[config.mk]
export PLATFORM = sky130hd
export DESIGN_NAME = fb_copy_engine
export DESIGN_NICKNAME = d
export VERILOG_FILES = /design/src/rtl/fb_copy_engine.sv
export SDC_FILE = /design/constraint.sdc
export NUM_CORES = 1
export LEC_CHECK = 0
export ABC_AREA = 1
export CORE_MARGIN = 2
export CORE_UTILIZATION = 46
export DETAILED_ROUTE_END_ITERATION = 6
export PLACE_DENSITY = 0.8
export RECOVER_POWER = 25
export SLEW_MARGIN = 20
export SYNTH_ARGS = -nofsm -noshare
export SYNTH_HDL_FRONTEND = slang
export SYNTH_SLANG_ARGS = --single-unit
[constraint.sdc]
create_clock -name clk -period 1.79 [get_ports clk]
set_input_delay 0.358 -clock clk [delete_from_list [all_inputs] [get_ports clk]]
set_output_delay 0.358 -clock clk [all_outputs]
set_load 0.01 [all_outputs]
[src/rtl/fb_copy_engine.sv]
// fb_copy_engine: copies a framebuffer from shared memory into SRAM one word
// at a time. Each word is read, captured, and then written.
// A rising edge on vga_en starts a copy. vga_end pulses for one cycle when
// the last word has been accepted by the SRAM side.
module fb_copy_engine #(
  parameter int DATA_W      = 8,
  parameter int MEM_ADDR_W  = 12,
  parameter int SRAM_ADDR_W = 20,
  parameter int FB_BASE     = 0,
  parameter int FB_WORDS    = 256,
  parameter int SRAM_BASE   = 0
) (
  input  logic                   clk,
  input  logic                   reset,
  input  logic                   vga_en,
  output logic                   vga_end,
  output logic                   mem_rd_en,
  output logic [MEM_ADDR_W-1:0]  mem_rd_addr,
  input  logic [DATA_W-1:0]      mem_rd_data,
  output logic                   copy_en,
  output logic [SRAM_ADDR_W-1:0] copy_addr,
  output logic [DATA_W-1:0]      copy_data,
  input  logic                   copy_ready
);

  // The word index needs at least one bit, even for a one-word framebuffer.
  localparam int IDX_W = (FB_WORDS > 1) ? $clog2(FB_WORDS) : 1;

  // Base addresses are truncated to the port widths, so address sums wrap
  // naturally at the top of each address space.
  localparam logic [MEM_ADDR_W-1:0]  FB_BASE_A   = MEM_ADDR_W'(FB_BASE);
  localparam logic [SRAM_ADDR_W-1:0] SRAM_BASE_A = SRAM_ADDR_W'(SRAM_BASE);
  localparam logic [IDX_W-1:0]       LAST_IDX    = IDX_W'(FB_WORDS - 1);

  typedef enum logic [2:0] {
    IDLE = 3'd0,
    RD   = 3'd1,
    WAIT = 3'd2,
    WR   = 3'd3,
    DONE = 3'd4,
    HOLD = 3'd5
  } state_t;

  state_t            state;
  logic [IDX_W-1:0]  idx;
  logic [DATA_W-1:0] data_p0;
  logic              vga_en_p0;

  // The captured word is the SRAM write data. It stays stable through any stall.
  assign copy_data = data_p0;

  // Copy sequencer. Every output is set on the same edge that enters the state
  // it belongs to, so the outputs line up with the state and come straight from
  // registers.
  always_ff @(posedge clk or posedge reset) begin
    if (reset) begin
      state       <= IDLE;
      idx         <= '0;
      data_p0     <= '0;
      vga_en_p0   <= 1'b1;
      mem_rd_en   <= 1'b0;
      mem_rd_addr <= '0;
      copy_en     <= 1'b0;
      copy_addr   <= '0;
      vga_end     <= 1'b0;
    end else begin
      vga_en_p0 <= vga_en;
      case (state)
        IDLE: begin
          // Start only on a real low-to-high transition. A level is not enough.
          if (vga_en && !vga_en_p0) begin
            idx         <= '0;
            mem_rd_en   <= 1'b1;
            mem_rd_addr <= FB_BASE_A;
            state       <= RD;
          end
        end
        RD: begin
          mem_rd_en <= 1'b0;
          state     <= WAIT;
        end
        WAIT: begin
          data_p0   <= mem_rd_data;
          copy_addr <= SRAM_BASE_A + SRAM_ADDR_W'(idx);
          copy_en   <= 1'b1;
          state     <= WR;
        end
        WR: begin
          // Hold the write request, address and data until the SRAM accepts it.
          if (copy_ready) begin
            copy_en <= 1'b0;
            if (idx == LAST_IDX) begin
              vga_end <= 1'b1;
              state   <= DONE;
            end else begin
              idx         <= idx + IDX_W'(1);
              mem_rd_en   <= 1'b1;
              mem_rd_addr <= FB_BASE_A + MEM_ADDR_W'(idx) + MEM_ADDR_W'(1);
              state       <= RD;
            end
          end
        end
        DONE: begin
          vga_end <= 1'b0;
          state   <= HOLD;
        end
        HOLD: begin
          // Wait here until the request is withdrawn, so a held level cannot
          // start a second copy.
          if (!vga_en) begin
            state <= IDLE;
          end
        end
        default: begin
          state     <= IDLE;
          mem_rd_en <= 1'b0;
          copy_en   <= 1'b0;
          vga_end   <= 1'b0;
        end
      endcase
    end
  end

endmodule

==> qor.json, run 1 <==
{
  "setup_viol_count_final": 0,
  "detailroute.via_count": 1390,
  "layout_overhead_on_the_synthesized_area_pct": 29.2,
  "critical_path.cell_chain": "clkdlybuf4s50_1",
  "route.detailed.drc": 0,
  "route.detailed.wl_per_inst_microns": 10.8,
  "worstReg2RegStart": "idx[0]$_DFFE_PP0P_",
  "rsz0062_at_grt": "no",
  "worst-endpoint-arrival_ns": 1.32,
  "power_density_nw_per_um2": 1410,
  "worst_setup_path_startpoint": "idx[3]$_DFFE_PP0P_",
  "achievable_frequency_mhz": 595,
  "route.detailed.vias_per_inst": 4.53,
  "worstSkewPairLatency_ns": 0.29,
  "syn_inst": 213,
  "max_slew_margin": 0.489,
  "grt_start_max_net_pins": 33,
  "num-fill-cells": 325,
  "path_clk_slew_ns": 0.06,
  "grt_pass1_wl_mm": 5.92,
  "skew_ns": 0.00401,
  "timing.final.crit_share": 0.939,
  "cpPeakStageDelay_ns": 0.58,
  "final-hold-violation-count": 0,
  "cp.required_ns": 1.43,
  "synth_seq_cells": 32,
  "postCtsSetupBuffers": 0,
  "finalHoldWorstSlack_ns": 0.473,
  "post-dp-hpwl_mm": 2.38,
  "irDropWorstVdd_mv": 0.675,
  "critical_path.n_buffers_inverters": 1,
  "htree_num_levels": 2,
  "totalNegativeSetupSlack_ns": 0,
  "finish.net_count": 271,
  "path_max_fanout": 8,
  "grt_use_total": 0.187,
  "min_period_ns": 1.68,
  "crit_path_top_delay_cell": "clkdlybuf4s50_1",
  "num_io_pins": 55,
  "worstHoldPathType": "reg2reg",
  "yosysTopAreaCell": "dfrtp_1",
  "synth.yosys.seq_area_share": 0.475,
  "first_global_vias": 1336,
  "grt_antenna_before_repair": 0,
  "drt-total-wl_mm": 3.33,
  "tritoncts.num_buffers": 5,
  "gpl_wtd_cong": 0.863,
  "synth_edf_count": 0,
  "postCtsHoldBufs": 0,
  "yosysWarningCount": 0,
  "status": "complete, no violations",
  "async_reset_ff_frac": 1.00,
  "antennaDiodeCount": 0,
  "timing.max_cap.violations": 0,
  "synthFlopType": "dfrtp_1",
  "worst-slew-pin-transition_ns": 0.767,
  "netlist-cell-type-count": 24,
  "static-leakage-power_uw": 0.00105,
  "synth_largest_type_area_fraction": 0.460,
  "fp.dieW_microns": 64.6,
  "core_area_sq_um": 3610,
  "start_util": 0.468,
  "drive_above_1_share": 0.0888,
  "cts_tree": "done",
  "fin_max_slew_vios": 0,
  "first_pass_iters": 4,
  "num_rows": 22,
  "critical_path_launch_point_type": "flop",
  "post_cts.resized_instances": 0,
  "cts-root-buf": "clkbuf_8",
  "antenna_left": 0,
  "synth_area_leaders": "dfrtp_1 (46%), nand2_1 (19%), buf_4 (6.7%)",
  "1st_iter_drt_viols": 36,
  "synth.most_common_cell": "nand2_1",
  "overflow": 0,
  "total_die_area_sq_um": 4170,
  "post_synth.cell_area_avg_sq_um": 7.92,
  "synth.cells.most_frequent": "nand2_1 (87), dfrtp_1 (31), inv_1 (16), buf_4 (15)",
  "maximum_buffer_depth_of_the_clock_tree": 2,
  "setup.worst_path.end_class": "output pin",
  "cts_num_sinks": 32,
  "syn-cell-area_sq_um": 1690,
  "timing.hold.worst.start": "copy_en$_DFFE_PP0P_",
  "dieHeight_microns": 64.6,
  "setup.worst_path.class": "reg2out",
  "cp_top_family": "buffers and inverters",
  "placement.io_buffers": 39
}
==> cell usage in the layout (no fill, tap or decap) <==
master,count
o21ai_0,13
clkdlybuf4s50_1,37
nor2_2,2
a21oi_2,1
nand2_1,87
clkbuf_8,7
conb_1,15
clkbuf_1,1
nor2_8,1
inv_1,16
or2_1,1
nor2_1,14
nand3_2,1
clkbuf_2,1
nand3_1,14
inv_6,1
ha_1,1
dfstp_2,1
inv_2,1
nand3b_1,1
nand2_4,5
nand2_8,1
xnor2_1,1
a31oi_1,1
dlygate4sd3_1,2
dfrtp_1,31
clkinv_1,1
buf_4,1
==> sequential cells by signal (all words and copies together) (netlist names) <==
register and cells:
mem_rd_addr 2, copy_addr 8, idx 7, copy_en 1
copy_data 8, vga_end 1, mem_rd_en 1, vga_en_p0 1
state 3
==> area by class of cell <==
cell class	count	area, sq um	area share
flip-flops and latches	32	802	0.368
multi-input cells	159	739	0.339
repair buffers	41	403	0.185
clock buffers	8	100	0.0459
inverters	19	76.3	0.0350
well taps	48	60.1	0.0275
==> tightest hold or removal path, cell delays in order, from the launching register on <==
cell,delay (ns)
dfrtp_1,0.34
nand2_1,0.05
nand2_1,0.05
==> per-layer routing <==
metal / wire (microns) / GRT usage
met5: 0 / 0
met4: 62 / 0.0798
met3: 266 / 0.0729
met2: 1480 / 0.281
met1: 1520 / 0.240
==> path summary, 6_finish.rpt <==
| check | to | slack [ns] | cells after the start |
|---|---|---|---|
| worst min register to register | copy_en$_DFFE_PP0P_ | 0.47 | 2 |
| max in group asynchronous | mem_rd_en$_DFFE_PP0P_ | 0.57 | 3 |
| worst max-delay path | mem_rd_addr[3] | 0.11 | 1 |
| min in group asynchronous | state[0]$_DFFE_PP0P_ | 0.73 | 3 |
| worst min-delay path | copy_en$_DFFE_PP0P_ | 0.47 | 2 |
| worst max register to register | idx[2]$_DFFE_PP0P_ | 0.27 | 9 |
==> report_power, final <==
| part | total [uW] | leakage (uW) | switching [uW] | internal [uW] |
|---|---|---|---|---|
| sequential | 1070 | 0.000417 | 149 | 921 |
| combinational | 1390 | 0.000581 | 801 | 591 |
| clock | 606 | 0.0000515 | 255 | 350 |
==> through the flow <==
stage	area, sq um	power (uW)	util	cells	setup slack, ns
3_5_place_dp	2080	2490	0.578	299	0.218
3_3_place_gp	2080	2460	0.578	299	0.255
6_report	2180	3070	0.605	307	0.110
4_1_cts	2180	3120	0.605	307	0.0896
5_1_grt	2180	3340	0.605	307	0.0304
2_1_floorplan	1740	1970	-	227	0.409
==> cells by family after synthesis <==
logic type | count (synthesis) | share of synthesized area
and+or+nand+nor | 127 | 0.345
xor gates and xnor gates | 1 | 0.00519
adders and majority gates | 1 | 0.00741
AOI/OAI and AO/OA | 15 | 0.0474
other | 1 | 0.00222
DFF | 32 | 0.475
buffers and inverters | 36 | 0.118
No activity file was read; power rests on OpenSTA's default activity.
==> inputs of run 2 (changes only) <==
- SLEW_MARGIN: 20 -> 10
==> results of run 2 <==
No change in the layout: final DEF, timing and power equal those of run 1.
